`config.mk`:
```
export PLATFORM = sky130hd
export DESIGN_NAME = multiciclo_control
export DESIGN_NICKNAME = d
export VERILOG_FILES = /design/src/rtl/mips_pkg.sv /design/src/rtl/multiciclo_next_state.sv /design/src/rtl/multiciclo_control.sv
export SDC_FILE = /design/constraint.sdc
export NUM_CORES = 1
export LEC_CHECK = 0
export ABC_CLOCK_PERIOD_IN_PS = 2020
export BUFFER_PORTS_ARGS = -buffer_cell sky130_fd_sc_hd__buf_2
export CORE_MARGIN = 8
export CORE_UTILIZATION = 26
export DETAILED_ROUTE_END_ITERATION = 8
export HOLD_SLACK_MARGIN = 0.03
export PLACE_DENSITY = 0.53
export SLEW_MARGIN = 20
export SYNTH_ARGS = -nofsm -noshare
export SYNTH_HDL_FRONTEND = slang
export SYNTH_HIERARCHICAL = 1
export SYNTH_SLANG_ARGS = --single-unit
```
`constraint.sdc`:
```
create_clock -name clk -period 2.02 [get_ports clk]
set_input_delay 0.404 -clock clk [delete_from_list [all_inputs] [get_ports clk]]
set_output_delay 0.404 -clock clk [all_outputs]
set_load 0.02 [all_outputs]
```
`src/rtl/mips_pkg.sv`:
```
// Shared encodings for the multicycle MIPS control unit.
// Opcodes, FSM states, mux selects and the control bundle.
package mips_pkg;

  typedef enum logic [3:0] {
    S_FETCH    = 4'd0,
    S_DECODE   = 4'd1,
    S_MEM_ADDR = 4'd2,
    S_MEM_RD   = 4'd3,
    S_MEM_WB   = 4'd4,
    S_MEM_WR   = 4'd5,
    S_EXEC_R   = 4'd6,
    S_R_WB     = 4'd7,
    S_BRANCH   = 4'd8,
    S_JUMP     = 4'd9,
    S_ADDI_EX  = 4'd10,
    S_ADDI_WB  = 4'd11,
    S_TRAP     = 4'd12
  } state_t;

  localparam logic [5:0] OP_RTYPE = 6'b000000;
  localparam logic [5:0] OP_LW    = 6'b100011;
  localparam logic [5:0] OP_SW    = 6'b101011;
  localparam logic [5:0] OP_BEQ   = 6'b000100;
  localparam logic [5:0] OP_J     = 6'b000010;
  localparam logic [5:0] OP_ADDI  = 6'b001000;

  localparam logic [1:0] ALU_ADD   = 2'b00;
  localparam logic [1:0] ALU_SUB   = 2'b01;
  localparam logic [1:0] ALU_FUNCT = 2'b10;

  localparam logic [1:0] SRCB_REG  = 2'b00;
  localparam logic [1:0] SRCB_FOUR = 2'b01;
  localparam logic [1:0] SRCB_IMM  = 2'b10;
  localparam logic [1:0] SRCB_BR   = 2'b11;

  localparam logic [1:0] PC_ALU    = 2'b00;
  localparam logic [1:0] PC_ALUOUT = 2'b01;
  localparam logic [1:0] PC_JUMP   = 2'b10;

  typedef struct packed {
    logic       pc_write;
    logic       pc_write_cond;
    logic       i_or_d;
    logic       mem_read;
    logic       mem_write;
    logic       mem_to_reg;
    logic       ir_write;
    logic       reg_write;
    logic       reg_dst;
    logic       alu_src_a;
    logic [1:0] alu_op;
    logic [1:0] alu_src_b;
    logic [1:0] pc_source;
    logic       illegal;
  } ctrl_t;

endpackage

```
`src/rtl/multiciclo_next_state.sv`:
```
// Combinational next-state and Moore control decode.
// Only FETCH looks at mem_ready for its IR/PC write strobes.
module multiciclo_next_state
  import mips_pkg::*;
#(
  parameter int unsigned ENABLE_JUMP     = 1,
  parameter int unsigned ENABLE_ADDI     = 1,
  parameter int unsigned TRAP_ON_ILLEGAL = 1
) (
  input  state_t     state,
  input  logic [5:0] op_code,
  input  logic       mem_ready,
  output state_t     next,
  output logic       retire,
  output ctrl_t      ctrl
);

  logic is_mem;
  logic is_r;
  logic is_beq;
  logic is_j;
  logic is_addi;
  state_t bad_next;

  assign is_mem  = (op_code == OP_LW) ||
                   (op_code == OP_SW);
  assign is_r    = (op_code == OP_RTYPE);
  assign is_beq  = (op_code == OP_BEQ);
  assign is_j    = (ENABLE_JUMP != 0) &&
                   (op_code == OP_J);
  assign is_addi = (ENABLE_ADDI != 0) &&
                   (op_code == OP_ADDI);

  assign bad_next = (TRAP_ON_ILLEGAL != 0) ?
                    S_TRAP : S_FETCH;

  // state transition, retire strobe and control decode
  always_comb begin
    next   = state;
    retire = 1'b0;
    ctrl   = '0;
    case (state)
      S_FETCH: begin
        ctrl.mem_read  = 1'b1;
        ctrl.alu_src_b = SRCB_FOUR;
        ctrl.alu_op    = ALU_ADD;
        ctrl.pc_source = PC_ALU;
        ctrl.ir_write  = mem_ready;
        ctrl.pc_write  = mem_ready;
        if (mem_ready) next = S_DECODE;
      end
      S_DECODE: begin
        ctrl.alu_src_b = SRCB_BR;
        ctrl.alu_op    = ALU_ADD;
        unique case (1'b1)
          is_mem:  next = S_MEM_ADDR;
          is_r:    next = S_EXEC_R;
          is_beq:  next = S_BRANCH;
          is_j:    next = S_JUMP;
          is_addi: next = S_ADDI_EX;
          default: begin
            next   = bad_next;
            retire = (bad_next == S_FETCH);
          end
        endcase
      end
      S_MEM_ADDR: begin
        ctrl.alu_src_a = 1'b1;
        ctrl.alu_src_b = SRCB_IMM;
        ctrl.alu_op    = ALU_ADD;
        next = (op_code == OP_SW) ?
               S_MEM_WR : S_MEM_RD;
      end
      S_MEM_RD: begin
        ctrl.mem_read = 1'b1;
        ctrl.i_or_d   = 1'b1;
        if (mem_ready) next = S_MEM_WB;
      end
      S_MEM_WB: begin
        ctrl.reg_write  = 1'b1;
        ctrl.mem_to_reg = 1'b1;
        next   = S_FETCH;
        retire = 1'b1;
      end
      S_MEM_WR: begin
        ctrl.mem_write = 1'b1;
        ctrl.i_or_d    = 1'b1;
        if (mem_ready) begin
          next   = S_FETCH;
          retire = 1'b1;
        end
      end
      S_EXEC_R: begin
        ctrl.alu_src_a = 1'b1;
        ctrl.alu_src_b = SRCB_REG;
        ctrl.alu_op    = ALU_FUNCT;
        next = S_R_WB;
      end
      S_R_WB: begin
        ctrl.reg_write = 1'b1;
        ctrl.reg_dst   = 1'b1;
        next   = S_FETCH;
        retire = 1'b1;
      end
      S_BRANCH: begin
        ctrl.alu_src_a     = 1'b1;
        ctrl.alu_src_b     = SRCB_REG;
        ctrl.alu_op        = ALU_SUB;
        ctrl.pc_write_cond = 1'b1;
        ctrl.pc_source     = PC_ALUOUT;
        next   = S_FETCH;
        retire = 1'b1;
      end
      S_JUMP: begin
        ctrl.pc_write  = 1'b1;
        ctrl.pc_source = PC_JUMP;
        next   = S_FETCH;
        retire = 1'b1;
      end
      S_ADDI_EX: begin
        ctrl.alu_src_a = 1'b1;
        ctrl.alu_src_b = SRCB_IMM;
        ctrl.alu_op    = ALU_ADD;
        next = S_ADDI_WB;
      end
      S_ADDI_WB: begin
        ctrl.reg_write = 1'b1;
        next   = S_FETCH;
        retire = 1'b1;
      end
      S_TRAP: begin
        ctrl.illegal = 1'b1;
      end
      default: next = S_FETCH;
    endcase
  end

endmodule

```
`src/rtl/multiciclo_control.sv`:
```
// Multicycle MIPS control FSM with retired-instruction count.
// Holds the state register and counter; decode lives below.
module multiciclo_control
  import mips_pkg::*;
#(
  parameter int unsigned ENABLE_JUMP     = 1,
  parameter int unsigned ENABLE_ADDI     = 1,
  parameter int unsigned TRAP_ON_ILLEGAL = 1,
  parameter int unsigned CNT_W           = 32
) (
  input  logic             clk,
  input  logic             rst,
  input  logic [5:0]       op_code,
  input  logic             mem_ready,
  output logic             PCWrite,
  output logic             PCWriteCond,
  output logic             IorD,
  output logic             MemRead,
  output logic             MemWrite,
  output logic             MemtoReg,
  output logic             IRWrite,
  output logic             RegWrite,
  output logic             RegDst,
  output logic             ALUSrcA,
  output logic [1:0]       ALUOp,
  output logic [1:0]       ALUSrcB,
  output logic [1:0]       PCSource,
  output logic             illegal,
  output logic [3:0]       state,
  output logic [CNT_W-1:0] retired
);

  state_t cur;
  state_t nxt;
  logic   retire;
  ctrl_t  ctrl;

  multiciclo_next_state #(
    .ENABLE_JUMP     (ENABLE_JUMP),
    .ENABLE_ADDI     (ENABLE_ADDI),
    .TRAP_ON_ILLEGAL (TRAP_ON_ILLEGAL)
  ) u_next (
    .state     (cur),
    .op_code   (op_code),
    .mem_ready (mem_ready),
    .next      (nxt),
    .retire    (retire),
    .ctrl      (ctrl)
  );

  // state register; reset abandons any memory access
  always_ff @(posedge clk or negedge rst) begin
    if (!rst) cur <= S_FETCH;
    else      cur <= nxt;
  end

  // retired-instruction counter, wraps naturally
  always_ff @(posedge clk or negedge rst) begin
    if (!rst)        retired <= '0;
    else if (retire) retired <= retired + CNT_W'(1);
  end

  assign PCWrite     = ctrl.pc_write;
  assign PCWriteCond = ctrl.pc_write_cond;
  assign IorD        = ctrl.i_or_d;
  assign MemRead     = ctrl.mem_read;
  assign MemWrite    = ctrl.mem_write;
  assign MemtoReg    = ctrl.mem_to_reg;
  assign IRWrite     = ctrl.ir_write;
  assign RegWrite    = ctrl.reg_write;
  assign RegDst      = ctrl.reg_dst;
  assign ALUSrcA     = ctrl.alu_src_a;
  assign ALUOp       = ctrl.alu_op;
  assign ALUSrcB     = ctrl.alu_src_b;
  assign PCSource    = ctrl.pc_source;
  assign illegal     = ctrl.illegal;
  assign state       = cur;

endmodule

```
**Yosys cells after proc, flatten, opt, wreduce, memory -nomap -nowiden**

Index checks and enable logic that the tools add are counted.

- Output and inout port bits: 53
- Bits of input ports: 9
- Register bits after elaboration: 36

- Muxes and demuxes: 21
- Add/subtract/negate cells: 1
- Bitwise operators: 1
- Equality and inequality tests: 20
- Reduce and logical (&&, ||, !) cells: 10

Operator list:

| operator | number |
|---|---|
| one-hot mux 4 bit (5 select lines) | 2 |
| adder 32 x 1 -> 32 bit, second input constant | 1 |
| one-hot mux 4 bit (8 select lines) | 1 |
| equality test 4 bit, second input constant | 5 |
| equality test 4 x 3 -> 1 bit, second input constant | 4 |
| equality test 6 bit, second input constant | 2 |
| 2-to-1 mux 4 bit | 3 |
| 2-to-1 mux 1 bit | 11 |
| equality test 4 x 2 -> 1 bit, second input constant | 2 |
| equality test 6 x 2 -> 1 bit, second input constant | 1 |
| equality test 6 x 3 -> 1 bit, second input constant | 1 |
| equality test 6 x 4 -> 1 bit, second input constant | 1 |
| zero test 6 bit | 1 |
| != test 2 bit, second input constant | 3 |
| OR reduction 2 bit | 3 |
| OR reduction 5 bit | 1 |
| equality test 4 x 1 -> 1 bit, second input constant | 1 |
| zero test 4 bit | 1 |
| one-hot mux 1 bit (2 select lines) | 2 |
| one-hot mux 2 bit (2 select lines) | 1 |
| AND reduction 4 bit | 1 |
| OR reduction 4 bit | 1 |
| 2-to-1 mux 3 bit | 1 |
| OR reduction 3 bit | 1 |
| 2 further kinds | 2 |

**Logic depth before layout (Yosys ltp)**

- Word-level depth: 4
- Gate-level depth with buffers: 8
- Mapped depth without buffers: 8

**Modules after synthesis**

The synthesis kept the hierarchy.

By module, submodules not included:

| module | cells an instance | area each (sq um) | instances |
|---|---|---|---|
| multiciclo_control | 122 | 1514.0 | 1 |
| multiciclo_next_state | 72 | 431.7 | 1 |

**Least setup slack after synthesis**

Ideal clock, no wire load.

- Kind: reg2reg
- From: register cur[1], in the netlist state[1]
- To: register retired[27]
- Path buffers: 0
- Setup time: 130 ps
- Required time: 1890 ps
- Slack: -182 ps
- Cell stages (with the launch flop): 9
- Arrival time: 2072 ps
- Cells stage by stage: dfrtp_1 -> nand2b_1 -> nor2_1 -> o21ai_0 -> and3_1 -> nand4_1 -> nor3_2 -> nand4_1 -> xnor2_1

- Cells in the longest elaborated chain, start to end: 3
- Elaborated cells between the ends (all ways): 8

Ends and longest elaborated chain:

| element | line | text |
|---|---|---|
| start, declared | multiciclo_control.sv:33 | `state_t cur;` |
| start signal, assigned | multiciclo_control.sv:54 | `else cur <= nxt;` |
| equality test 4 x 3 -> 1 bit / equality test 4 bit (equally long branches) | multiciclo_next_state.sv:42 | `case (state)` |
| OR reduction 5 bit (no line) | - |  |
| one-hot mux 1 bit (2 select lines) * | multiciclo_next_state.sv:42 |  |
| via retire | multiciclo_control.sv:35 | `logic retire;` |
| end signal, assigned | multiciclo_control.sv:60 | `else if (retire) retired <= retired + CNT_W'(1);` |
| end, declared | multiciclo_control.sv:30 | `output logic [CNT_W-1:0] retired` |

The timed path passes the listed nets; every way through them passes the cells marked *.
A chain may end at the register's enable or synchronous reset.

**Final worst setup path**

- From: register cur[0], in the netlist state[0]
- To: output RegWrite

- Cells in the longest elaborated chain, start to end: 3
- Elaborated cells between the ends (all ways): 5

Ends and longest elaborated chain:

| element | line | text |
|---|---|---|
| equality test 4 x 3 -> 1 bit / equality test 4 bit (equally long branches) | multiciclo_next_state.sv:42 |  |
| OR reduction 3 bit (no line) * | - |  |
| 2-to-1 mux 1 bit * | multiciclo_next_state.sv:42 |  |
| end, declared | multiciclo_control.sv:22 | `output logic RegWrite,` |

Every way passes the cells marked *; elsewhere a longest branch is shown, timed or not.

==> impl_metrics.json <==
{
  "grt_pass1_vias": 1687,
  "criticalPathCategory": "flop to output pin",
  "yosysTopAreaCell": "dfrtp_1",
  "n_fill_cell": 761,
  "synth_ff_type": "dfrtp_1",
  "yosysUniqueCellTypes": 42,
  "area_growth_pct": 41.8,
  "dr.first_iter.drc_count": 48,
  "clk_pin_slew_worst_paths_ps": 70,
  "power_density_nw_per_um2": 1150,
  "synthesis.area_sq_um": 1950,
  "synth_nets": 204,
  "synthTopCellsByArea": "dfrtp_1, xnor2_1, nand4_1",
  "critPathLaunchType": "flop",
  "cts.sinks": 36,
  "finalSetupViolCount": 0,
  "pre_cts_ws_ps": -11.4,
  "drc": 0,
  "setup_ws_ps": 45.8,
  "core-area_sq_um": 7250,
  "ant_nets": 0,
  "cp.arrival_ps": 1570,
  "ys_warn_count": 6,
  "hold_viol_final": 0,
  "power_mw": 3.16,
  "outcome": "completed",
  "h-tree-depth": 2,
  "nNetsFinal": 288,
  "antenna_found_initial": 0,
  "grt_max_degree": 37,
  "critPathCaptureType": "output pin",
  "p_leak_nw": 1.36,
  "ir_drop_uv": 467,
  "syn_area_per_cell_sq_um": 10.0,
  "ys_seq_elements": 36,
  "hp-class": "primary input to async pin",
  "synth_compound_area_share_pct": 6.56,
  "max_freq_ghz": 0.507,
  "async_reset_ff_share_pct": 100,
  "overflow": 0,
  "grt_usage_pct": 9.80,
  "cts_root_buf": "clkbuf_8",
  "setup_tns_ps": 0,
  "yosys.area.top_type_share_pct": 46.3,
  "gp_congestion": 0.801,
  "io_buffers": 61,
  "ioPinCount": 62,
  "relSlewSlack_pct": 47.4,
  "clk_path_buf_depth": 2,
  "timing.final.crit_period_ps": 1970,
  "swShare_pct": 35.9,
  "vias_per_cell": 4.63,
  "reg2reg_slack_ps": 150,
  "critPathMaxFanout": 6,
  "synth_mux_area_share_pct": 1.16,
  "synthSimpleGateAreaFrac_pct": 28.4,
  "syn-instance-count": 194,
  "drive_above_1_share_pct": 39.4,
  "wl_um": 5190,
  "die_y_um": 103,
  "sequentialPowerShare_pct": 29.7,
  "tightest_slew_ps": 789,
  "synthAdderAreaFrac_pct": 0.643,
  "skew_ps": 3.98,
  "cts_tree": "done",
  "post_drt_wl_per_cell_um": 13.7,
  "r2r_cells": 9,
  "slew_violations": 0,
  "cts_buffers": 5,
  "vias": 1752,
  "firstDrtPassIters": 4,
  "synth_top_family_by_area": "simple AND/OR/NAND/NOR gates",
  "worstPathRequired_ps": 1620,
  "clkPwrFrac_pct": 27.8,
  "die-area_sq_um": 10500,
  "drv_cap": 0,
  "ys_seq_area_share_pct": 46.3,
  "clock_latency_ps": 290,
  "n_antenna_cell": 0,
  "post-dp-hpwl_um": 3910,
  "final_common_cell": "buf_2",
  "grt_pass1_wl_um": 8200,
  "synth_edf_count": 0,
  "rows": 31,
  "grt_setup_unrepaired": "yes",
  "rr_endpoint": "retired[17]",
  "fin_crit_sh_pct": 97.7,
  "r2r-start": "state[0]",
  "ctsHoldBuffers": 0,
  "start_util_pct": 26.8,
  "layout_common_cells": "buf_2, dfrtp_1, xnor2_1",
  "p_int_mw": 2.03,
  "synth-xor-area-share_pct": 14.9,
  "chipWidth_um": 103,
  "p_switching_mw": 1.13,
  "combPwrFrac_pct": 42.5,
  "fin_util_pct": 38.0
}
-- per-layer routing --
layer  GRT usage (%)  share of wire [%]
met1            12.3                 46
met2            15.0                 45
met3            4.46                8.1
met4            2.14               0.73
met5               0                  0
-- sequential cells by signal, indices dropped and copies added (netlist names) --
register  flops
state         4
retired      32
-- final cells by class --
type | instances | area (sq um) | area share, %
clock inverters | 3 | 90.1 | 3.27
flip-flops and latches | 36 | 905 | 32.8
multi-input cells | 150 | 1040 | 37.6
well taps | 99 | 124 | 4.49
clock buffers | 5 | 68.8 | 2.49
repair buffers | 82 | 522 | 18.9
inverters | 3 | 11.3 | 0.408
-- how the worst max path moves through the flow --
| stage | endpoint | cells past startpoint | startpoint | slack [ps] |
|---|---|---|---|---|
| 3_5_place_dp | retired[25] | 8 | mem_ready | -10 |
| 6_report | RegWrite | 4 | state[0] | 50 |
| 3_3_place_gp | retired[27] | 8 | mem_ready | 50 |
| 4_1_cts | retired[25] | 8 | state[0] | 3 |
| 5_1_grt | retired[17] | 9 | state[1] | -40 |
| 2_1_floorplan | retired[27] | 8 | state[1] | 8 |
-- Yosys cell counts, types with 2 or more instances --
master,count
or2_2,3
xor2_1,7
nand4_1,16
or3_1,2
xnor2_1,26
nand3_1,7
nand3b_1,2
nand2_1,10
dfrtp_1,36
and2b_1,2
nor3_1,8
and3_1,7
a21oi_1,6
nor2_1,18
inv_1,3
o21ai_0,6
nand2b_1,5
clkbuf_1,3
mux2_2,2
nor4_1,3
-- logic make-up (layout without fill, tap and decap cells) --
group / after synthesis / count (layout)
AOI/OAI and AO/OA: 20 / 20
xor gates and xnor gates: 33 / 33
adders and majority gates: 1 / 1
buffers and inverters: 8 / 93
DFF: 36 / 36
muxes: 2 / 2
and+or+nand+nor: 94 / 94
-- power groups by stage --
stage,Clock [mW],Combinational (mW),Sequential (mW)
detailed placement,0,1.19,0.944
global route,0.932,1.45,0.957
global placement,0,1.18,0.942
finish,0.879,1.34,0.937
CTS,0.897,1.21,0.933
floorplan,0,0.683,1.06
-- per-stage QoR --
| step | hold slack (ps) | cells | cell area [sq um] |
|---|---|---|---|
| after global placement | 461 | 360 | 2450 |
| after CTS | 228 | 368 | 2620 |
| after floorplan | 108 | 194 | 1980 |
| after detailed placement | 475 | 360 | 2450 |
| after global routing | 258 | 378 | 2760 |
| final | 197 | 378 | 2760 |
-- timing repair --
item	4_1_cts	5_1_grt
endpoints found under the setup margin	3	17
endpoints found under the hold margin	0	0
gates resized for setup	3	10
setup buffers	0	8
pin swaps	0	3
gates cloned	0	2
-- worst max-delay path, stage by stage (launching register included) --
cell	delay [ps]
dfrtp_2	450
buf_8	140
and2b_1	190
o32ai_1	280
buf_2	220
(Power assumes the default switching activity.)
